$ cat config.mk
export PLATFORM = sky130hd
export DESIGN_NAME = seq_monitor
export DESIGN_NICKNAME = d
export VERILOG_FILES = /design/src/rtl/seq_monitor_pkg.sv /design/src/rtl/sat_counter.sv /design/src/rtl/seq_monitor.sv
export SDC_FILE = /design/constraint.sdc
export NUM_CORES = 1
export LEC_CHECK = 0
export CORE_UTILIZATION = 45
export CTS_CLUSTER_DIAMETER = 50
export DETAILED_ROUTE_END_ITERATION = 10
export PLACE_DENSITY = 0.7
export SLEW_MARGIN = 20
export SYNTH_ARGS = -nofsm -noshare
export SYNTH_HDL_FRONTEND = slang
export SYNTH_SLANG_ARGS = --single-unit
$ cat constraint.sdc
create_clock -name clk -period 6.3 [get_ports clk]
set_clock_uncertainty 0.15 [all_clocks]
set_input_delay 0.63 -clock clk [delete_from_list [all_inputs] [get_ports clk]]
set_output_delay 0.63 -clock clk [all_outputs]
set_load 0.01 [all_outputs]
$ cat src/rtl/seq_monitor_pkg.sv
// Shared types and constants for the sequence monitor: FSM state encoding,
// sequence width and the wrap-around successor helper.
package seq_monitor_pkg;

  localparam int SEQ_W = 3;

  typedef enum logic [1:0] {
    INIT    = 2'd0,
    LOCKING = 2'd1,
    LOCKED  = 2'd2
  } state_e;

  function automatic logic [SEQ_W-1:0] seq_next(input logic [SEQ_W-1:0] v);
    return v + {{(SEQ_W-1){1'b0}}, 1'b1};
  endfunction

endpackage

$ cat src/rtl/sat_counter.sv
// Saturating up-counter with synchronous clear; an increment coinciding with a
// clear leaves the count at one so that the event is not lost.
module sat_counter #(
  parameter int W = 8
) (
  input  logic         clk,
  input  logic         rst,
  input  logic         inc,
  input  logic         clr,
  output logic [W-1:0] value
);

  logic [W-1:0] value_q;

  // Count register: clear has priority over saturation, increment survives it
  always_ff @(posedge clk) begin
    if (rst) begin
      value_q <= {W{1'b0}};
    end else if (clr) begin
      value_q <= inc ? {{(W-1){1'b0}}, 1'b1} : {W{1'b0}};
    end else if (inc && (value_q != {W{1'b1}})) begin
      value_q <= value_q + {{(W-1){1'b0}}, 1'b1};
    end else begin
      value_q <= value_q;
    end
  end

  assign value = value_q;

endmodule

$ cat src/rtl/seq_monitor.sv
// Monitors a 3-bit wrap-around counter stream, locks after LOCK_CNT legal steps
// and reports wraps/errors. Define SEQ_MONITOR_STALL_EN to treat repeats as holds.
module seq_monitor
  import seq_monitor_pkg::*;
#(
  parameter int LOCK_CNT = 4,
  parameter int STAT_W   = 8
) (
  input  logic              clk,
  input  logic              rst,
  input  logic [SEQ_W-1:0]  count_in,
  input  logic              clear_err,
  output logic              locked,
  output logic              wrap_pulse,
  output logic              err_pulse,
  output logic              err_sticky,
  output logic [STAT_W-1:0] lap_count,
  output logic [STAT_W-1:0] err_count
);

  state_e           state_q, state_d;
  logic [3:0]       good_q, good_d;
  logic [SEQ_W-1:0] prev_q;
  logic             locked_q, wrap_q, err_q, sticky_q;
  logic             legal_s, hold_s, wrap_s, err_s;

  // Step classification and next-state decision
  always_comb begin
    legal_s = (count_in == seq_next(prev_q));
`ifdef SEQ_MONITOR_STALL_EN
    hold_s  = (count_in == prev_q);
`else
    hold_s  = 1'b0;
`endif
    state_d = state_q;
    good_d  = good_q;
    wrap_s  = 1'b0;
    err_s   = 1'b0;
    case (state_q)
      INIT: begin
        state_d = LOCKING;
        good_d  = 4'd0;
      end
      LOCKING: begin
        if (hold_s) begin
          state_d = LOCKING;
        end else if (legal_s) begin
          good_d = good_q + 4'd1;
          if (good_d == 4'(LOCK_CNT)) begin
            state_d = LOCKED;
          end else begin
            state_d = LOCKING;
          end
        end else begin
          good_d = 4'd0;
        end
      end
      LOCKED: begin
        if (hold_s) begin
          state_d = LOCKED;
        end else if (legal_s) begin
          // a legal step out of 7 can only land on 0
          wrap_s = (prev_q == 3'd7);
        end else begin
          err_s   = 1'b1;
          good_d  = 4'd0;
          state_d = LOCKING;
        end
      end
      default: begin
        state_d = INIT;
        good_d  = 4'd0;
      end
    endcase
  end

  // FSM state plus registered status outputs
  always_ff @(posedge clk) begin
    if (rst) begin
      state_q  <= INIT;
      good_q   <= 4'd0;
      prev_q   <= {SEQ_W{1'b0}};
      locked_q <= 1'b0;
      wrap_q   <= 1'b0;
      err_q    <= 1'b0;
      sticky_q <= 1'b0;
    end else begin
      state_q  <= state_d;
      good_q   <= good_d;
      prev_q   <= count_in;
      locked_q <= (state_d == LOCKED);
      wrap_q   <= wrap_s;
      err_q    <= err_s;
      if (err_s) begin
        sticky_q <= 1'b1;
      end else if (clear_err) begin
        sticky_q <= 1'b0;
      end else begin
        sticky_q <= sticky_q;
      end
    end
  end

  sat_counter #(.W(STAT_W)) u_lap_cnt (
    .clk   (clk),
    .rst   (rst),
    .inc   (wrap_s),
    .clr   (1'b0),
    .value (lap_count)
  );

  sat_counter #(.W(STAT_W)) u_err_cnt (
    .clk   (clk),
    .rst   (rst),
    .inc   (err_s),
    .clr   (clear_err),
    .value (err_count)
  );

  assign locked     = locked_q;
  assign wrap_pulse = wrap_q;
  assign err_pulse  = err_q;
  assign err_sticky = sticky_q;

endmodule

# [After elaboration in Yosys (flattened, before gate mapping)]
# Cells that the tools add are included.
[op_classes] add_sub_neg=4 multipliers=0 div_mod_pow=0 n_lt_le_gt_ge=0 n_eq_ne=9 n_shift=0 mux=16 bitwise=0 n_reduce_logical=5
[ops] op="8-bit by 1-bit adder with 8-bit output (second input constant)" count=2
[ops] op="8-bit 2-to-1 mux" count=2
[ops] op="8-bit inequality test (second input constant)" count=2
[ops] op="4-bit 2-to-1 mux" count=2
[ops] op="4-bit one-hot mux with 2 select lines" count=1
[ops] op="1-bit 2-to-1 mux" count=7
[ops] op="2-bit 2-to-1 mux" count=3
[ops] op="2-bit one-hot mux with 3 select lines" count=1
[ops] op="4-bit by 1-bit adder with 4-bit output (second input constant)" count=1
[ops] op="2-bit == test (second input constant)" count=2
[ops] op="4-bit by 3-bit == test with 1-bit output (second input constant)" count=1
[ops] op="2-bit nonzero test" count=2
[ops] op="3-bit by 1-bit adder with 3-bit output (second input constant)" count=1
[ops] op="3-bit == test" count=1
[ops] op="3-bit == test (second input constant)" count=1
[ops] op="2-bit by 1-bit == test with 1-bit output (second input constant)" count=1
[ops] op="1-bit logical AND" count=2
[ops] op="2-bit zero test" count=1
[ops] op="2-bit inequality test (second input constant)" count=1
[word_totals] reg_bits=29 latch_bits=0 mem_bits_rw=0 rom_bits=0 elab_cells=43 memories=0

# [Logic depth before layout (Yosys ltp)]
[logic_depth] word_depth=7 mapped_depth=8 mapped_depth_nobuf=6

# [Hierarchy]
# A second synthesis with hierarchy kept.
[hier_totals] cells_unflattened=164 hier_area_um2=1461.4
[modules_own_cells] module="sat_counter" n_inst=2 cells_per_inst=53 area_each_um2=444.2
[modules_own_cells] module="seq_monitor" n_inst=1 cells_per_inst=58 area_each_um2=573.0

# [Worst setup path before layout]
# Ideal clock, no wire load.
[synth_path] kind="flip-flop to flip-flop" from="register prev_q[0]" to="register u_lap_cnt.value_q[2], in the netlist u_lap_cnt.value[2]" setup_time_ns=0.132 arrival_ns=1.798 path_slack_ns=4.220 path_stages_with_launch=9 n_path_buf=2 path_cell_list="dfxtp_1 ha_1 ha_1 xnor2_1 nand3_2 buf_2 buf_2 o31ai_1 a21oi_1"
[synth_between] elab_chain_cells=5 word_cells_on_any_way=6 classes_between="1 x add/sub; 2 x eq/ne; 2 x mux; 1 x reduce/logical"
[synth_lines] item="start, declared" line="seq_monitor.sv:23" rtl="logic [SEQ_W-1:0] prev_q;"
[synth_lines] item="start signal, assigned" line="seq_monitor.sv:82" rtl="prev_q <= {SEQ_W{1'b0}};"
[synth_lines] item="start signal, assigned" line="seq_monitor.sv:90" rtl="prev_q <= count_in;"
[synth_lines] item="3-bit by 1-bit adder with 3-bit output" line="seq_monitor_pkg.sv:14" rtl="return v + {{(SEQ_W-1){1'b0}}, 1'b1};"
[synth_lines] item="3-bit == test" line="seq_monitor.sv:29" rtl="legal_s = (count_in == seq_next(prev_q));"
[synth_lines] item="1-bit 2-to-1 mux *" line="seq_monitor.sv:61" rtl="end else if (legal_s) begin"
[synth_lines] item="1-bit 2-to-1 mux *" line="seq_monitor.sv:39" rtl="case (state_q)"
[synth_lines] item="1-bit logical AND *" line="sat_counter.sv:21" rtl="end else if (inc && (value_q != {W{1'b1}})) begin"
[synth_lines] item="end signal, assigned" line="sat_counter.sv:20" rtl="value_q <= inc ? {{(W-1){1'b0}}, 1'b1} : {W{1'b0}};"
[synth_lines] item="end signal, assigned" line="sat_counter.sv:22" rtl="value_q <= value_q + {{(W-1){1'b0}}, 1'b1};"
[synth_lines] item="end signal, assigned" line="sat_counter.sv:24" rtl="value_q <= value_q;"
[synth_lines] item="end, declared" line="sat_counter.sv:13" rtl="logic [W-1:0] value_q;"
# Every way passes the cells marked *; elsewhere a longest branch is shown, timed or not.
# A chain may end at the register's enable or synchronous reset.

# [Worst setup path in the final report]
[layout_path] from="register prev_q[0]" to="register u_lap_cnt.value_q[6], in the netlist u_lap_cnt.value[6]"
# The elaborated chain is that of the path after synthesis.

==> summary.md <==
| Metric | Value |
|---|---|
| Combined area of all synthesized cells | `1410 um^2` |
| Most numerous cell on the critical path | `sky130_fd_sc_hd__ha_1` |
| Seq/Total Area, Yosys | `41.2%` |
| Height of the die | `58.0 um` |
| Critical-path top delay cell | `sky130_fd_sc_hd__nand3_2` |
| Clock share of power | `35.5%` |
| Floorplan row count | `19` |
| Net Sw Frac | `23.3%` |
| Hold Startpoint | `err_sticky$_SDFFE_PP0P_` |
| Critical path start-end classification | `reg2reg` |
| Worst setup slack after layout | `3750 ps` |
| Switching power | `0.0742 mW` |
| Maximum buffer depth of the clock tree | `2` |
| Post-Layout Inst Area | `1730 um^2` |
| R2r endpoint | `u_lap_cnt.value[6]$_SDFFE_PP0P_` |
| Pin count of the biggest net entering global routing | `26` |
| Setup crit start kind | `flip-flop` |
| Post-Place Cell Area | `1670 um^2` |
| Count of final max-slew check failures | `0` |
| Synthesized netlist net count | `165` |
| Sink Count | `29` |
| Maximum frequency from static timing analysis | `0.391 GHz` |
| First-pass GRT wire length | `4980 um` |
| RSZ-0062 raised after global routing | `false` |
| Port buffer count | `25` |
| Largest driver fanout on the critical path | `24` |
| Die extent in x | `58.0 um` |
| Area of the die | `3360 um^2` |
| Number of cells traversed by the worst register-to-register path | `6` |
| Cells on Worst Hold Path | `1` |
| Maxcap violations | `0` |
| Final design utilization | `60.5%` |
| Hold_buf cts | `0` |
| Worst hold-check slack | `307 ps` |
| Violated checks | `design-rule violations` |
| Fraction of layout cells with a size suffix above 1 | `7.26%` |
| Clock slew at the register clock pins of the worst setup and hold paths | `80 ps` |
| Cell type contributing the most total cell area after synthesis | `sky130_fd_sc_hd__dfxtp_1` |
| CTS resizes | `0` |
| Number of flops mapped to enable cells by yosys | `0` |
| Share of synthesized flip-flops with an asynchronous set or reset | `0%` |
| Actual transition at the worst max-transition pin | `839 ps` |
| Min-Delay Endpoint | `err_sticky$_SDFFE_PP0P_` |
| Final hold viol count | `0` |
| Setup slack after placement | `3460 ps` |
| Detail-routed via count per cell | `5.92` |
| Area grow syn2layout | `22.6%` |
| Flops & latches, synth | `29` |
| First-pass iteration count of the detailed router | `7` |
| Worst hold path class | `reg2reg` |
| Leakage component of the power | `0.594 nW` |
| Number of standard cells after synthesis | `153` |
| Maximum VDD drop | `101 uV` |
| Portion of the clock cycle consumed by the worst path in the final layout | `40.5%` |
| Antenna Nets Post-Route | `0` |
| Top cells by area in the synthesized netlist | `sky130_fd_sc_hd__dfxtp_1, sky130_fd_sc_hd__ha_1, sky130_fd_sc_hd__a21oi_1` |
| Kind of capture point of the worst setup path | `flip-flop` |
| Placeable core region | `2850 um^2` |
| Register share of total power | `58.3%` |
| Num CTS Buffers | `5` |
| Drt drc | `1` |
| Setup-failing EPs final | `0` |
| Max-Slew Margin vs Limit | `43.9%` |
| Vias in the first global route | `1146` |
| Final nets | `191` |
| Wire length reported by the detailed router | `2830 um` |
| Global-route usage over all layers | `19.4%` |
| Data required time of the worst path | `6370 ps` |
| Arrival time of data at the critical path endpoint | `2620 ps` |
| Overall power after layout | `0.319 mW` |
| Aggregate global routing overflow | `0` |
| PwrDens | `185 nW/um^2` |
| Initial antenna violation count | `0` |
| Combinational fraction of design power | `6.2%` |
| Run status | `complete, but fails checks` |
| Non-filler instance count after layout | `210` |
| Number of distinct library cells after synthesis | `44` |
| CTS H-Tree Depth | `2` |
| Average wire length per cell after detail routing | `13.5 um` |
| Crit Reg-Reg Startpoint | `prev_q[0]$_SDFF_PP0_` |
| Number of DRC markers after the initial detailed-route iteration | `54` |
| Clk Tree Root Cell | `sky130_fd_sc_hd__clkbuf_4` |
| Clk Latency, worst-skew pair | `330 ps` |
| Minimum setup slack among reg-to-reg paths | `3750 ps` |
| CTS tree | `built` |
| DR vias | `1244` |
| Detailed Place HPWL | `2050 um` |
| Count of pins on the block boundary | `26` |
| Area share of the largest cell type after synthesis | `41.2%` |
| Mean post-synth cell area | `9.21 um^2` |
| Cell Int Power | `0.245 mW` |
| Ordered list of cells on the worst path | `ha_1, ha_1, xnor2_1, nand3_2, nor4_1, mux2_1` |
| Final weighted congestion of routability-driven global placement | `0.782` |
| Initial Utilization | `49.4%` |
| Number of post-CTS setup repair buffers | `0` |
| Antenna cells | `0` |
| Stage delay of the slowest cell on the critical path | `420 ps` |
| Minimum clock period | `2550 ps` |
| Number of warnings issued by yosys | `0` |
| Leading register cell type out of synthesis | `sky130_fd_sc_hd__dfxtp_1` |
| Placed instance count | `203` |
| Total negative setup slack | `0 ps` |
## routing by layer
metal | vias up | GRT usage [%] | share of wire [%]
met5 | - | 0 | 0
met4 | 0 | 9.18 | 2.0
met3 | 8 | 7.59 | 4.9
met2 | 28 | 30.0 | 44
met1 | 575 | 23.7 | 49
li1 | 633 | - | -
## flip-flops by register name (all words and copies together), names as in the netlist
signal           count
locked               1
good_q               4
err_sticky           1
err_pulse            1
prev_q               3
u_err_cnt.value      8
u_lap_cnt.value      8
wrap_pulse           1
state_q              2
## how the worst max path moves through the flow
stage,slack [ps],startpoint,to,depth (start not counted)
floorplan,4220,prev_q[0]$_SDFF_PP0_,u_lap_cnt.value[2]$_SDFFE_PP0P_,8
global placement,3550,count_in[0],u_lap_cnt.value[6]$_SDFFE_PP0P_,5
detailed placement,3460,count_in[0],u_lap_cnt.value[6]$_SDFFE_PP0P_,5
CTS,3710,prev_q[0]$_SDFF_PP0_,u_lap_cnt.value[6]$_SDFFE_PP0P_,6
global route,3520,prev_q[0]$_SDFF_PP0_,u_lap_cnt.value[6]$_SDFFE_PP0P_,6
finish,3750,prev_q[0]$_SDFF_PP0_,u_lap_cnt.value[6]$_SDFFE_PP0P_,6
## synth_stat cells, drive strengths merged (3+ instances only)
master / count
dfxtp: 29
a21oi: 14
nand3: 8
nor2: 7
o21ai: 7
o31ai: 7
or4: 7
ha: 6
nor3: 6
inv: 5
nor2b: 5
or3: 4
a22oi: 3
buf: 3
clkbuf: 3
nand2: 3
nand2b: 3
nand4: 3
nor4: 3
xnor2: 3
## cells by family (layout without fill, tap and decap cells)
family          Yosys count  count (layout)  synth area share (%)
mux                       1               1                 0.799
compound gates           45              45                  22.4
simple gates             56              56                  24.0
xor+xnor                  5               5                  3.11
flops                    29              29                  41.2
buf+inv                  11              37                  3.20
fa+ha+maj                 6               6                  5.33
## worst max-delay path: cells and delay by family, from the launching register on
kind	cells	cell delay [ps]
AND/OR/NAND/NOR	2	820
adder cells (fa/ha/maj)	2	480
multiplexers	1	350
flip-flops	1	330
XOR/XNOR	1	290
## layout make-up
type	instances	area, um^2
fill	271	1130
multi-input combinational	113	783
inverter	5	18.8
tap	31	38.8
clock buffer	7	55.1
sequential	29	581
timing repair buffer	25	250
## layout by cell type (no fill, tap or decap), types with 2 or more instances in the layout
master                            instances
sky130_fd_sc_hd__ha_1                     6
sky130_fd_sc_hd__nor3_1                   6
sky130_fd_sc_hd__nand3b_1                 2
sky130_fd_sc_hd__o21ba_1                  2
sky130_fd_sc_hd__a211oi_1                 2
sky130_fd_sc_hd__nand2_1                  3
sky130_fd_sc_hd__dfxtp_1                 29
sky130_fd_sc_hd__a22oi_1                  3
sky130_fd_sc_hd__a21oi_1                 14
sky130_fd_sc_hd__o21ai_0                  6
sky130_fd_sc_hd__nor2_1                   7
sky130_fd_sc_hd__nand2b_1                 2
sky130_fd_sc_hd__clkdlybuf4s50_1         25
sky130_fd_sc_hd__or4_1                    7
sky130_fd_sc_hd__inv_1                    5
sky130_fd_sc_hd__xnor2_1                  3
sky130_fd_sc_hd__nand3_1                  7
sky130_fd_sc_hd__or3_1                    4
sky130_fd_sc_hd__o31ai_1                  7
sky130_fd_sc_hd__xor2_1                   2
sky130_fd_sc_hd__nor4_1                   2
sky130_fd_sc_hd__nand4_1                  3
sky130_fd_sc_hd__nor2b_1                  5
sky130_fd_sc_hd__clkbuf_4                 5
## power by group through the flow
stage	registers [mW]	logic, mW	clock network (mW)
2_1_floorplan	0.190	0.0141	0
3_3_place_gp	0.190	0.0191	0
3_5_place_dp	0.190	0.0199	0
4_1_cts	0.186	0.0199	0.120
5_1_grt	0.186	0.0220	0.126
6_report	0.186	0.0197	0.113
Note: power is estimated with default switching activity, not from simulation.
